[src/rtl/seg_scan_sched.sv]
// Scan scheduler and source arbiter for a 4-digit multiplexed seven-segment display.
// Build option: define SEG_OVL_PREEMPT_EN to let a new overlay request replace an active overlay.
module seg_scan_sched #(
    parameter int SCAN_DIV    = 200,
    parameter int BLANK_CYC   = 4,
    parameter int HOLD_FRAMES = 250
) (
    input  logic        clk,
    input  logic        reset,
    input  logic [15:0] pri_data,
    input  logic [3:0]  pri_en,
    input  logic        ovl_req,
    input  logic [15:0] ovl_data,
    output logic        ovl_ack,
    output logic        ovl_busy,
    output logic [3:0]  control,
    output logic [7:0]  display,
    output logic        frame_tick
);
    localparam int SW = $clog2(SCAN_DIV);
    localparam int HW = $clog2(HOLD_FRAMES + 1);
    localparam logic [SW-1:0] SLOT_LAST = SW'(SCAN_DIV - 1);
    localparam logic [SW-1:0] BLANK_END = SW'(BLANK_CYC);
    localparam logic [HW-1:0] HOLD_INIT = HW'(HOLD_FRAMES);
    localparam logic [HW-1:0] HOLD_ONE  = HW'(1);

    typedef enum logic {PRI, OVL} src_t;

    function automatic logic [7:0] seg_decode(input logic [3:0] code);
        case (code)
            4'h0: seg_decode = 8'hFC;
            4'h1: seg_decode = 8'h60;
            4'h2: seg_decode = 8'hDA;
            4'h3: seg_decode = 8'hF2;
            4'h4: seg_decode = 8'h66;
            4'h5: seg_decode = 8'hB6;
            4'h6: seg_decode = 8'hBE;
            4'h7: seg_decode = 8'hE0;
            4'h8: seg_decode = 8'hFE;
            4'h9: seg_decode = 8'hF6;
            4'hA: seg_decode = 8'hEE;
            4'hB: seg_decode = 8'h3E;
            4'hC: seg_decode = 8'h9C;
            4'hD: seg_decode = 8'h7A;
            4'hE: seg_decode = 8'h9E;
            default: seg_decode = 8'h8E;
        endcase
    endfunction

    logic [SW-1:0] slot_cnt, slot_nxt;
    logic [1:0]    digit, digit_nxt;
    logic [15:0]   snap_data, snap_data_nxt;
    logic [3:0]    snap_en, snap_en_nxt;
    logic [15:0]   ovl_buf, ovl_buf_nxt;
    logic [HW-1:0] hold_cnt, hold_nxt;
    src_t          state, state_nxt;
    logic          tick_now, accept;
    logic [3:0]    control_nxt;
    logic [7:0]    display_nxt;
    logic          frame_tick_nxt;

    // Outputs are computed from next-state values so each registered output lines up
    // with the scan position held in slot_cnt/digit during the same cycle.
    // NOTE: every signal gets a default before any branch, so no path leaves one unassigned and no latch is inferred.
    always_comb begin
        slot_nxt      = slot_cnt + SW'(1);
        digit_nxt     = digit;
        snap_data_nxt = snap_data;
        snap_en_nxt   = snap_en;
        state_nxt     = state;
        hold_nxt      = hold_cnt;
        ovl_buf_nxt   = ovl_buf;
        control_nxt   = 4'b1111;
        display_nxt   = 8'h00;

        tick_now = (slot_cnt == SLOT_LAST) && (digit == 2'd3);
        if (slot_cnt == SLOT_LAST) begin
            slot_nxt  = '0;
            digit_nxt = digit + 2'd1;
        end

        // Snapshot source follows the state before the edge, so the last overlay frame still loads ovl_buf.
        if (tick_now) begin
            if (state == OVL) begin
                snap_data_nxt = ovl_buf;
                snap_en_nxt   = 4'hF;
            end else begin
                snap_data_nxt = pri_data;
                snap_en_nxt   = pri_en;
            end
        end

`ifdef SEG_OVL_PREEMPT_EN
        // The ack cycle is masked so a requester still holding req then is not accepted twice.
        accept = ovl_req && !ovl_ack;
`else
        accept = ovl_req && (state == PRI);
`endif

        if (accept) begin
            state_nxt   = OVL;
            hold_nxt    = HOLD_INIT;
            ovl_buf_nxt = ovl_data;
        end else if ((state == OVL) && tick_now) begin
            if (hold_cnt == HOLD_ONE)
                state_nxt = PRI;
            hold_nxt = hold_cnt - HOLD_ONE;
        end

        if ((slot_nxt >= BLANK_END) && snap_en_nxt[digit_nxt]) begin
            control_nxt = ~(4'b1000 >> digit_nxt);
            display_nxt = seg_decode(snap_data_nxt[{digit_nxt, 2'b00} +: 4]);
        end

        frame_tick_nxt = (slot_nxt == SLOT_LAST) && (digit_nxt == 2'd3);
    end

    // NOTE: sequential state uses non-blocking assignments so every register samples pre-edge values.
    always_ff @(posedge clk) begin
        if (reset) begin
            slot_cnt   <= '0;
            digit      <= 2'd0;
            snap_data  <= 16'h0000;
            snap_en    <= 4'hF;
            ovl_buf    <= 16'h0000;
            hold_cnt   <= '0;
            state      <= PRI;
            ovl_ack    <= 1'b0;
            ovl_busy   <= 1'b0;
            control    <= 4'b1111;
            display    <= 8'h00;
            frame_tick <= 1'b0;
        end else begin
            slot_cnt   <= slot_nxt;
            digit      <= digit_nxt;
            snap_data  <= snap_data_nxt;
            snap_en    <= snap_en_nxt;
            ovl_buf    <= ovl_buf_nxt;
            hold_cnt   <= hold_nxt;
            state      <= state_nxt;
            ovl_ack    <= accept;
            ovl_busy   <= (state_nxt == OVL);
            control    <= control_nxt;
            display    <= display_nxt;
            frame_tick <= frame_tick_nxt;
        end
    end
endmodule

[config.mk]
export PLATFORM = sky130hd
export DESIGN_NAME = seg_scan_sched
export DESIGN_NICKNAME = d
export VERILOG_FILES = /design/src/rtl/seg_scan_sched.sv
export SDC_FILE = /design/constraint.sdc
export NUM_CORES = 1
export LEC_CHECK = 0
export BUFFER_PORTS_ARGS = -buffer_cell sky130_fd_sc_hd__buf_2
export CORE_ASPECT_RATIO = 1.25
export CORE_MARGIN = 2
export CORE_UTILIZATION = 40
export CTS_CLUSTER_DIAMETER = 150
export CTS_CLUSTER_SIZE = 24
export DETAILED_ROUTE_END_ITERATION = 8
export GPL_TIMING_DRIVEN = 0
export PLACE_DENSITY = 0.71
export SKIP_CTS_REPAIR_TIMING = 1
export SYNTH_ARGS = -nofsm -noshare
export SYNTH_HDL_FRONTEND = slang
export SYNTH_SLANG_ARGS = --single-unit
[constraint.sdc]
create_clock -name clk -period 7.25 [get_ports clk]
set_clock_uncertainty 0.05 [all_clocks]
set_input_delay 1.0875 -clock clk [delete_from_list [all_inputs] [get_ports clk]]
set_output_delay 1.0875 -clock clk [all_outputs]
set_load 0.1 [all_outputs]
==> results.yml, run 1 <==
outcome:
  status: "finished with violations"
  violations: "design-rule violations"
power:
  peakVddDrop_uv: 108
  leakage_nw: 1.57
  power_density_nw_per_um2: 220
  power_w: 0.000876
cells_and_area:
  syn2layout_area_growth_pct: 18.8
  antennaDiodeCount: 0
  drive_gt1_share_pct: 20.1
  layout.nets: 509
  nFillCells: 778
die:
  die_area_sq_um: 9130
  die_height_um: 106
  num_rows: 37
  core_area_sq_um: 8190
  start_util_pct: 40.9
  ios: 54
  die_w_um: 85.8
global_route:
  grt_pass1_wl_um: 13000
  antenna_found_initial: 0
  grtUsageTotal_pct: 18.3
  gr-total-overflow: 0
  grt_pass1_vias: 2815
  grt_max_degree: 14
yosys:
  yosys.area_share.adder_pct: 4.48
  synth_mux_area_share_pct: 8.67
  synth_ff_type: "dfxtp_1"
  synth_async_sr_flop_share_pct: 0
  syn_avg_cell_area_sq_um: 8.48
  synth_edf_count: 0
  synth-warning-count: 0
  yosysUniqueCellTypes: 55
  synth_top_family_by_area: "simple AND/OR/NAND/NOR gates"
  synth_seq_cells: 68
  synth-compound-area-share_pct: 15.6
  synthCells: 395
  synth_xor_area_share_pct: 3.14
  yosysSeqAreaShare_pct: 40.6
  synth-simple-area-share_pct: 21.9
  syn-cell-area_sq_um: 3350
  syn_nets: 446
worst_setup_path:
  worstRegToRegCells: 13
  arrival_ns: 3.87
  end_kind: "flop"
  crit_family: "simple AND/OR/NAND/NOR gates"
  rr_endpoint: "display[7]"
  cp-start-kind: "flop"
  timing.rr.start: "digit[0]"
  cp_max_fo: 10
  critical_path.slowest_cell: "nor4b_2"
  cpPeakStageDelay_ns: 0.54
  critPathKind: "flop to flop"
  critPathBufInv: 1
  cp.required_ns: 7.48
  r2r_slack_ns: 3.62
  path_cells: "ha_1 -> nor4b_2 -> nand2_1 -> clkbuf_1 -> a21oi_1 -> a32oi_1 -> nor2_1 -> a21oi_1 -> o221a_2 -> ha_1 -> or3_1 -> o221a_1 -> nor2_1"
timing:
  fmax_mhz: 275
  hold_viol: 0
  finalSetupViolations: 0
  rsz0062_at_grt: "no"
  tightest_slew_ns: 0.653
  drv_slew: 0
  fin_crit_sh_pct: 50.1
  slew_headroom_pct: 56.1
  fin_setup_tns_ns: 0
  fin_hold_ws_ns: 0.410
  fin_crit_ns: 3.63
cts:
  tritoncts: "built"
  cts_buffers: 9
  clk_pin_slew_ns: 0.08
  cts_max_level: 3
  clk-insertion-delay-late_ns: 0.35
  cts_buffer_depth: 2
  root_buffer: "clkbuf_8"
  cts.sinks: 68
routing:
  wl_um: 8000
  drc: 4
  detail_route.wl_per_cell_um: 14.3
  vias: 3013
  dr.first_iter.drc_count: 220
  ant_nets: 0
  first_pass_iters: 9
  via_per_inst: 5.38
placement:
  gp_congestion: 0.894
  place_hpwl_um: 5890
  port_buffers: 52
min_path:
  worstHoldStart: "ovl_buf[5]"
  hold_depth: 2
  whs_endpoint: "ovl_buf[5]"
  holdCritPathClass: "flop to flop"
flow_run:
  drv_cap: 0
Yosys cell counts, types with 4 or more instances:
cell	n	share of area [%]
xnor2_1	7	1.8
inv_1	9	1.0
nand4_1	6	1.1
nand3_1	11	1.6
o21ai_1	7	1.0
buf_4	4	0.90
nand2_1	54	6.1
a221oi_1	4	1.0
nor3_1	14	2.1
nor2_1	37	4.1
a21oi_1	40	6.0
or3_1	5	0.93
xor2_1	5	1.3
clkbuf_1	17	1.9
mux2_2	8	2.7
dfxtp_1	68	41
ha_1	12	4.5
o21ai_0	8	1.2
nor2b_1	5	0.93
mux2i_1	20	6.0
metal layers:
layer / GRT usage [%] / vias up / routed length (um)
met5: 0 / - / 0
met4: 6.69 / 0 / 182
met3: 5.59 / 21 / 362
met2: 31.8 / 85 / 4000
met1: 21.0 / 1398 / 3450
li1: - / 1509 / -
worst reg2reg max path, delay by kind of cell (launching register included):
family | cells | cell delay, ns
adders and majority gates | 2 | 0.48
AOI/OAI and AO/OA | 5 | 0.78
and+or+nand+nor | 5 | 1.50
buffers and inverters | 1 | 0.29
DFF | 1 | 0.48
area by class of cell:
cell class | count | area, sq um | area share [%]
Timing Repair Buffer | 52 | 260 | 6.54
Clock buffer | 9 | 124 | 3.11
Inverter | 10 | 37.5 | 0.943
Buffer | 28 | 146 | 3.68
Multi-Input combinational cell | 289 | 1800 | 45.3
Sequential cell | 68 | 1360 | 34.2
Clock inverter | 7 | 124 | 3.11
Tap cell | 97 | 121 | 3.05
state kept, by name, indices dropped and copies added, names as in the netlist:
| signal | flops |
|---|---|
| slot_cnt | 8 |
| digit | 2 |
| display | 7 |
| snap_en | 4 |
| hold_cnt | 8 |
| snap_data | 16 |
| frame_tick | 1 |
| ovl_ack | 1 |
| state | 1 |
| control | 4 |
| ovl_buf | 16 |
power by group:
part           switching [W]  leakage [nW]  internal (W)
combinational      0.0000637         0.894     0.0000299
sequential        0.00000757         0.554      0.000387
clock               0.000157         0.120      0.000231
kinds of logic (layout without fill, tap and decap cells):
kind of cell | Yosys count | after routing
xor gates and xnor gates | 12 | 12
and+or+nand+nor | 152 | 152
DFF | 68 | 68
adders and majority gates | 12 | 12
other | 1 | 1
muxes | 28 | 28
AOI/OAI and AO/OA | 84 | 84
buffers and inverters | 38 | 106
worst max-delay path by stage:
stage	endpoint	start	depth (start not counted)
3_5_place_dp	display[7]	state	14
2_1_floorplan	display[7]	state	14
3_3_place_gp	display[7]	state	14
4_1_cts	display[7]	state	14
5_1_grt	display[4]	slot_cnt[0]	13
6_report	display[7]	digit[0]	13
layout by cell type, fill, tap and decap left out, types with 8 or more instances in the layout:
master | netlist | routed
mux2_2 | 8 | 8
nand2_1 | 54 | 54
o21ai_0 | 8 | 8
nand3_1 | 11 | 11
inv_1 | 9 | 9
nor2_1 | 37 | 37
buf_2 | 3 | 55
clkbuf_1 | 17 | 17
ha_1 | 12 | 12
clkbuf_8 | 0 | 9
nor3_1 | 14 | 14
mux2i_1 | 20 | 20
a21oi_1 | 40 | 40
dfxtp_1 | 68 | 68
stage by stage:
step / cell area, sq um / util [%] / worst slack, ns / instances
6_report: 3980 / 48.6 / 3.62 / 560
5_1_grt: 3980 / 48.6 / 3.25 / 560
4_1_cts: 3980 / 48.6 / 3.64 / 560
3_5_place_dp: 3730 / 45.5 / 3.67 / 544
3_3_place_gp: 3730 / 45.5 / 3.72 / 544
2_1_floorplan: 3350 / - / 3.53 / 395
Power figures use the tool's default switching activity.
==> run 2, diff against run 1 <==
--- a/config.mk
+++ b/config.mk
@@ -13,7 +13,7 @@
 export CTS_CLUSTER_SIZE = 24
 export DETAILED_ROUTE_END_ITERATION = 8
 export GPL_TIMING_DRIVEN = 0
-export PLACE_DENSITY = 0.71
+export PLACE_DENSITY = 0.73
 export SKIP_CTS_REPAIR_TIMING = 1
 export SYNTH_ARGS = -nofsm -noshare
 export SYNTH_HDL_FRONTEND = slang
==> constraint.sdc (replaced) <==
create_clock -name clk -period 3.1 [get_ports clk]
set_clock_uncertainty 0.05 [all_clocks]
set_input_delay 0.465 -clock clk [delete_from_list [all_inputs] [get_ports clk]]
set_output_delay 0.465 -clock clk [all_outputs]
set_load 0.1 [all_outputs]
==> run 2 against run 1 <==
The run still ends with design-rule violations left. Critical path depth decreased by 1. Combinational power increased by 140%. Setup slack got worse by 3.5 ns. Via count increased by 0.46%. Critical path type unchanged. Highest routed layer unchanged.
==> results.yml, run 2 (synthesis results as in run 1) <==
outcome:
  status: "finished with violations"
  violations: "design-rule violations"
global_route:
  grt_pass1_wl_um: 12700
  grt_max_degree: 13
  grtUsageTotal_pct: 17.5
  antenna_found_initial: 0
  grt_pass1_vias: 2779
  gr-total-overflow: 0
cells_and_area:
  drive_gt1_share_pct: 26.7
  nFillCells: 761
  final_cell_mix: "dfxtp_1 (65), buf_2 (55), nand2_1 (53), a21oi_1 (38), nor2_1 (36)"
  final_util_pct: 50.7
  multi_input_area_sq_um: 1940
  final_common_cell: "dfxtp_1"
  syn2layout_area_growth_pct: 24.0
  reg.largest.list: "ovl_buf (16), snap_data (16)"
  layout.nets: 514
  antennaDiodeCount: 0
  seq_area_sq_um: 1370
timing:
  fin_crit_sh_pct: 96.1
  finalSetupViolations: 0
  slew_headroom_pct: 62.6
  fin_crit_ns: 2.98
  fin_setup_tns_ns: 0
  fmax_mhz: 336
  hold_viol: 0
  drv_slew: 0
  tightest_slew_ns: 0.561
worst_setup_path:
  arrival_ns: 3.21
  path_cells: "buf_6 -> or3_4 -> nor3_4 -> buf_6 -> mux2i_4 -> nor2_1 -> nor4_2 -> nor3_4 -> ha_4 -> or3_1 -> o221a_1 -> nor2_1"
  critical_path.slowest_cell: "or3_4"
  end_kind: "flop"
  cp.required_ns: 3.33
  critPathBufInv: 2
  cp_max_fo: 9
  cpPeakStageDelay_ns: 0.45
  cp.depth: 12
  critPathKind: "flop to flop"
  crit_family: "simple AND/OR/NAND/NOR gates"
  worstRegToRegCells: 12
  timing.rr.start: "slot_cnt[5]"
  cp-start-kind: "flop"
  critical_path.startpoint: "slot_cnt[5]"
power:
  leakage_nw: 1.61
  power_density_nw_per_um2: 473
  peakVddDrop_uv: 322
  p_int_w: 0.00145
  power_frac_clock_pct: 41.6
  pwr-share-comb_pct: 11.4
  swShare_pct: 26.2
  p_switching_w: 0.000515
  power_frac_seq_pct: 47.0
min_path:
  worstHoldStart: "ovl_data[1]"
  holdCritPathClass: "primary input to flop"
  hold_depth: 3
placement:
  port_buffers: 52
  gp_congestion: 0.926
  place_hpwl_um: 5830
die:
  die_area_sq_um: 9130
  die_w_um: 85.8
  core_area_sq_um: 8190
  start_util_pct: 40.9
  ios: 54
  die_height_um: 106
  num_rows: 37
cts:
  clk-insertion-delay-late_ns: 0.35
  tritoncts: "built"
  cts_buffers: 9
  cts.sinks: 68
  clk_pin_slew_ns: 0.08
  root_buffer: "clkbuf_8"
  cts_buffer_depth: 2
  cts_max_level: 3
routing:
  via_per_inst: 5.36
  ant_nets: 0
  vias: 3027
  dr.first_iter.drc_count: 288
  drc: 2
  wl_um: 8110
  first_pass_iters: 8
  detail_route.wl_per_cell_um: 14.3
flow_run:
  drv_cap: 0
==> run 2: cell count changes in the layout (fill, tap and decap cells not counted), sizes merged <==
cell      before  now
clkbuf        26   24
inv           10    9
clkinvlp       1    3
buf           63   71
clkinv         3    2
bufinv         3    2
==> run 2: path summary, 6_finish.rpt <==
check / to / slack, ns
setup / recovery: display[7] / 0.12
hold / removal: ovl_buf[1] / 0.29
setup reg to reg: display[7] / 0.12
hold reg to reg: ovl_buf[8] / 0.41
==> run 2: power by group through the flow <==
stage	combinational, W	sequential, W	clock [W]
2_1_floorplan	0.0000998	0.00100	0
3_3_place_gp	0.000219	0.000940	0
3_5_place_dp	0.000221	0.000942	0
4_1_cts	0.000222	0.000922	0.000825
5_1_grt	0.000242	0.000926	0.000866
6_report	0.000223	0.000923	0.000817
==> run 2: layout make-up <==
| class | instances | share of cell area [%] |
|---|---|---|
| Buffer | 24 | 3.31 |
| Clock buffer | 10 | 3.31 |
| Inverter | 10 | 0.904 |
| Timing Repair Buffer | 61 | 7.89 |
| Sequential cell | 68 | 32.9 |
| Clock inverter | 6 | 2.11 |
| Tap cell | 97 | 2.92 |
| Multi-Input combinational cell | 289 | 46.6 |
==> run 2: metrics by stage <==
step	total power [W]	area, sq um	cells	setup WS [ns]	hold WS [ns]
final	0.00196	4150	565	0.120	0.291
after global routing	0.00203	4150	565	-0.0440	0.299
after CTS	0.00197	3960	560	-0.533	0.292
after detailed placement	0.00116	3740	544	-0.501	0.397
after global placement	0.00116	3740	544	-0.399	0.391
after floorplan	0.00110	3360	395	0.0465	0.383
==> run 2: worst reg2reg max path: stages (launching register included) <==
cell	delay, ns
dfxtp_1	0.31
buf_6	0.13
or3_4	0.45
nor3_4	0.25
buf_6	0.19
mux2i_4	0.25
nor2_1	0.07
nor4_2	0.34
nor3_4	0.12
ha_4	0.19
or3_1	0.36
o221a_1	0.12
nor2_1	0.08
==> run 2: per-layer routing <==
layer | vias up | part of all wire (%) | global-route usage [%]
met5 | - | 0 | 0
li1 | 1525 | - | -
met2 | 101 | 52 | 30.3
met3 | 11 | 4.7 | 3.57
met1 | 1390 | 42 | 21.2
met4 | 0 | 1.3 | 6.69
==> run 3, diff against run 2 <==
--- a/config.mk
+++ b/config.mk
@@ -6,14 +6,16 @@
 export NUM_CORES = 1
 export LEC_CHECK = 0
 export BUFFER_PORTS_ARGS = -buffer_cell sky130_fd_sc_hd__buf_2
+export CELL_PAD_IN_SITES_DETAIL_PLACEMENT = 1
+export CELL_PAD_IN_SITES_GLOBAL_PLACEMENT = 1
 export CORE_ASPECT_RATIO = 1.25
 export CORE_MARGIN = 2
-export CORE_UTILIZATION = 40
+export CORE_UTILIZATION = 38
 export CTS_CLUSTER_DIAMETER = 150
 export CTS_CLUSTER_SIZE = 24
 export DETAILED_ROUTE_END_ITERATION = 8
 export GPL_TIMING_DRIVEN = 0
-export PLACE_DENSITY = 0.73
+export PLACE_DENSITY = 0.87
 export SKIP_CTS_REPAIR_TIMING = 1
 export SYNTH_ARGS = -nofsm -noshare
 export SYNTH_HDL_FRONTEND = slang
==> run 3 against run 2 <==
The run ends with negative setup slack left. Clock power fell by 24%. Cell count rose by 4.1%. Setup slack got worse by 0.12 ns. Core utilization fell by 2.7 points. Register-to-register slack got worse by 0.12 ns. Die area rose by 5.0%. Combinational power rose by 5%. Cell area fell by 0.57%. Sequential share of layout area rose by 0.28 points. Critical endpoint unchanged. Highest routed layer unchanged.
==> results.yml, run 3 (synthesis results as in run 1) <==
outcome:
  status: "finished with violations"
  violations: "negative setup slack"
die:
  core_area_sq_um: 8610
  die_area_sq_um: 9590
  start_util_pct: 38.9
  num_rows: 38
  die_w_um: 88.0
  die_height_um: 109
  ios: 54
power:
  power_frac_clock_pct: 34.8
  swShare_pct: 28.8
  pwr-share-comb_pct: 13.2
  leakage_nw: 1.61
  p_switching_w: 0.000513
  power_density_nw_per_um2: 431
  peakVddDrop_uv: 232
  power_frac_seq_pct: 52.0
  p_int_w: 0.00127
timing:
  fin_ws_ns: -0.00125
  fin_crit_sh_pct: 100
  fmax_mhz: 322
  hold_viol: 0
  fin_crit_ns: 3.10
  fin_hold_ws_ns: 0.294
  finalSetupViolations: 1
  rsz0062_at_grt: "yes"
  drv_slew: 0
  slew_headroom_pct: 60.8
  tightest_slew_ns: 0.587
cells_and_area:
  nFillCells: 1048
  final_cell_count_no_fill: 588
  antennaDiodeCount: 0
  final_cell_mix: "dfxtp_1 (64), buf_2 (55), nand2_1 (53), a21oi_1 (38), nor2_1 (36)"
  layout.nets: 514
  drive_gt1_share_pct: 26.3
  syn2layout_area_growth_pct: 23.3
  final_common_cell: "dfxtp_1"
  reg.largest.list: "ovl_buf (16), snap_data (16)"
placement:
  post-place-ws_ns: -0.624
  port_buffers: 52
  gp_congestion: 0.854
  place_hpwl_um: 7160
  dp.cells: 567
cts:
  tritoncts: "built"
  clk-insertion-delay-late_ns: 0.35
  root_buffer: "clkbuf_8"
  cts.sinks: 68
  clk_pin_slew_ns: 0.07
  cts_max_level: 3
  cts_buffers: 9
  cts_buffer_depth: 2
min_path:
  hold_depth: 3
  whs_endpoint: "ovl_buf[1]"
  worstHoldStart: "ovl_data[1]"
  holdCritPathClass: "primary input to flop"
global_route:
  antenna_found_initial: 0
  gr-total-overflow: 0
  grtUsageTotal_pct: 20.9
  grt_use_met1_pct: 22.7
  grt_pass1_wl_um: 15600
  grt_max_degree: 12
  grt.met3_usage_pct: 4.39
  grt_pass1_vias: 3345
  met2_usage_pct: 37.2
  busiest_layer: "met2"
worst_setup_path:
  critPathBufInv: 3
  path_cells: "buf_4 -> or3_4 -> buf_6 -> nor3_4 -> buf_6 -> mux2i_4 -> nor2_1 -> nor4_2 -> nor3_4 -> ha_4 -> or3_1 -> o221a_1 -> nor2_1"
  end_kind: "flop"
  rr_endpoint: "display[7]"
  critPathKind: "flop to flop"
  cpPeakStageDelay_ns: 0.37
  timing.rr.start: "slot_cnt[4]"
  cp-start-kind: "flop"
  crit_family: "simple AND/OR/NAND/NOR gates"
  worstRegToRegCells: 13
  r2r_slack_ns: -0.001
  arrival_ns: 3.35
  critical_path.slowest_cell: "or3_4"
  cp.required_ns: 3.35
  cp_max_fo: 9
  critical_path.startpoint: "slot_cnt[4]"
routing:
  vias: 3213
  via_per_inst: 5.46
  ant_nets: 0
  dr.first_iter.drc_count: 129
  drc: 0
  wl_um: 9990
  detail_route.wl_per_cell_um: 17.0
  first_pass_iters: 4
flow_run:
  drv_cap: 0
-- run 3: cell types whose count changed in the layout (fill, tap and decap cells not counted), sizes merged --
cell / previous run / this run
clkinvlp: 3 / 0
clkbuf: 24 / 27
clkinv: 2 / 4
bufinv: 2 / 0
-- run 3: worst max path at each step --
stage,to,depth (start not counted)
floorplan,display[7],14
global placement,display[7],13
detailed placement,display[4],13
CTS,display[4],13
global route,display[7],13
finish,display[7],13
-- run 3: routing by layer --
| layer | vias up | share of wire (%) | wire length [um] |
|---|---|---|---|
| met5 | - | 0 | 0 |
| met4 | 0 | 3.9 | 387 |
| met3 | 31 | 4.6 | 459 |
| met2 | 97 | 53 | 5260 |
| met1 | 1561 | 39 | 3880 |
| li1 | 1524 | - | - |
-- run 3: worst reg2reg max path: stages (launching register included) --
cell and delay (ns):
dfxtp_1 0.30, buf_4 0.16, or3_4 0.37, buf_6 0.15
nor3_4 0.20, buf_6 0.19, mux2i_4 0.26, nor2_1 0.07
nor4_2 0.36, nor3_4 0.13, ha_4 0.20, or3_1 0.36
o221a_1 0.16, nor2_1 0.09
-- run 3: per-stage QoR --
step	area (sq um)	util, %	setup TNS (ns)	power [W]
4_1_cts	3920	45.6	-4.23	0.00179
6_report	4130	48.0	-0.00125	0.00178
3_3_place_gp	3770	43.8	-2.65	0.00116
2_1_floorplan	3360	-	0	0.00110
5_1_grt	4130	48.0	-0.358	0.00185
3_5_place_dp	3770	43.8	-3.89	0.00117
-- run 3: area by class of cell --
type | count | area, sq um | share of cell area (%)
plain buffers | 26 | 155 | 3.76
clock buffers | 13 | 139 | 3.36
clock inverters | 3 | 15.0 | 0.364
inverters | 10 | 37.5 | 0.909
multi-input cells | 289 | 1950 | 47.2
flip-flops and latches | 68 | 1370 | 33.2
well taps | 120 | 150 | 3.64
repair buffers | 59 | 313 | 7.57
-- run 3: power by group through the flow --
| stage | logic, W | clock network, W | registers, W |
|---|---|---|---|
| 3_3_place_gp | 0.000219 | 0 | 0.000941 |
| 6_report | 0.000234 | 0.000620 | 0.000925 |
| 5_1_grt | 0.000253 | 0.000668 | 0.000929 |
| 3_5_place_dp | 0.000226 | 0 | 0.000943 |
| 2_1_floorplan | 0.0000998 | 0 | 0.00100 |
| 4_1_cts | 0.000228 | 0.000633 | 0.000924 |
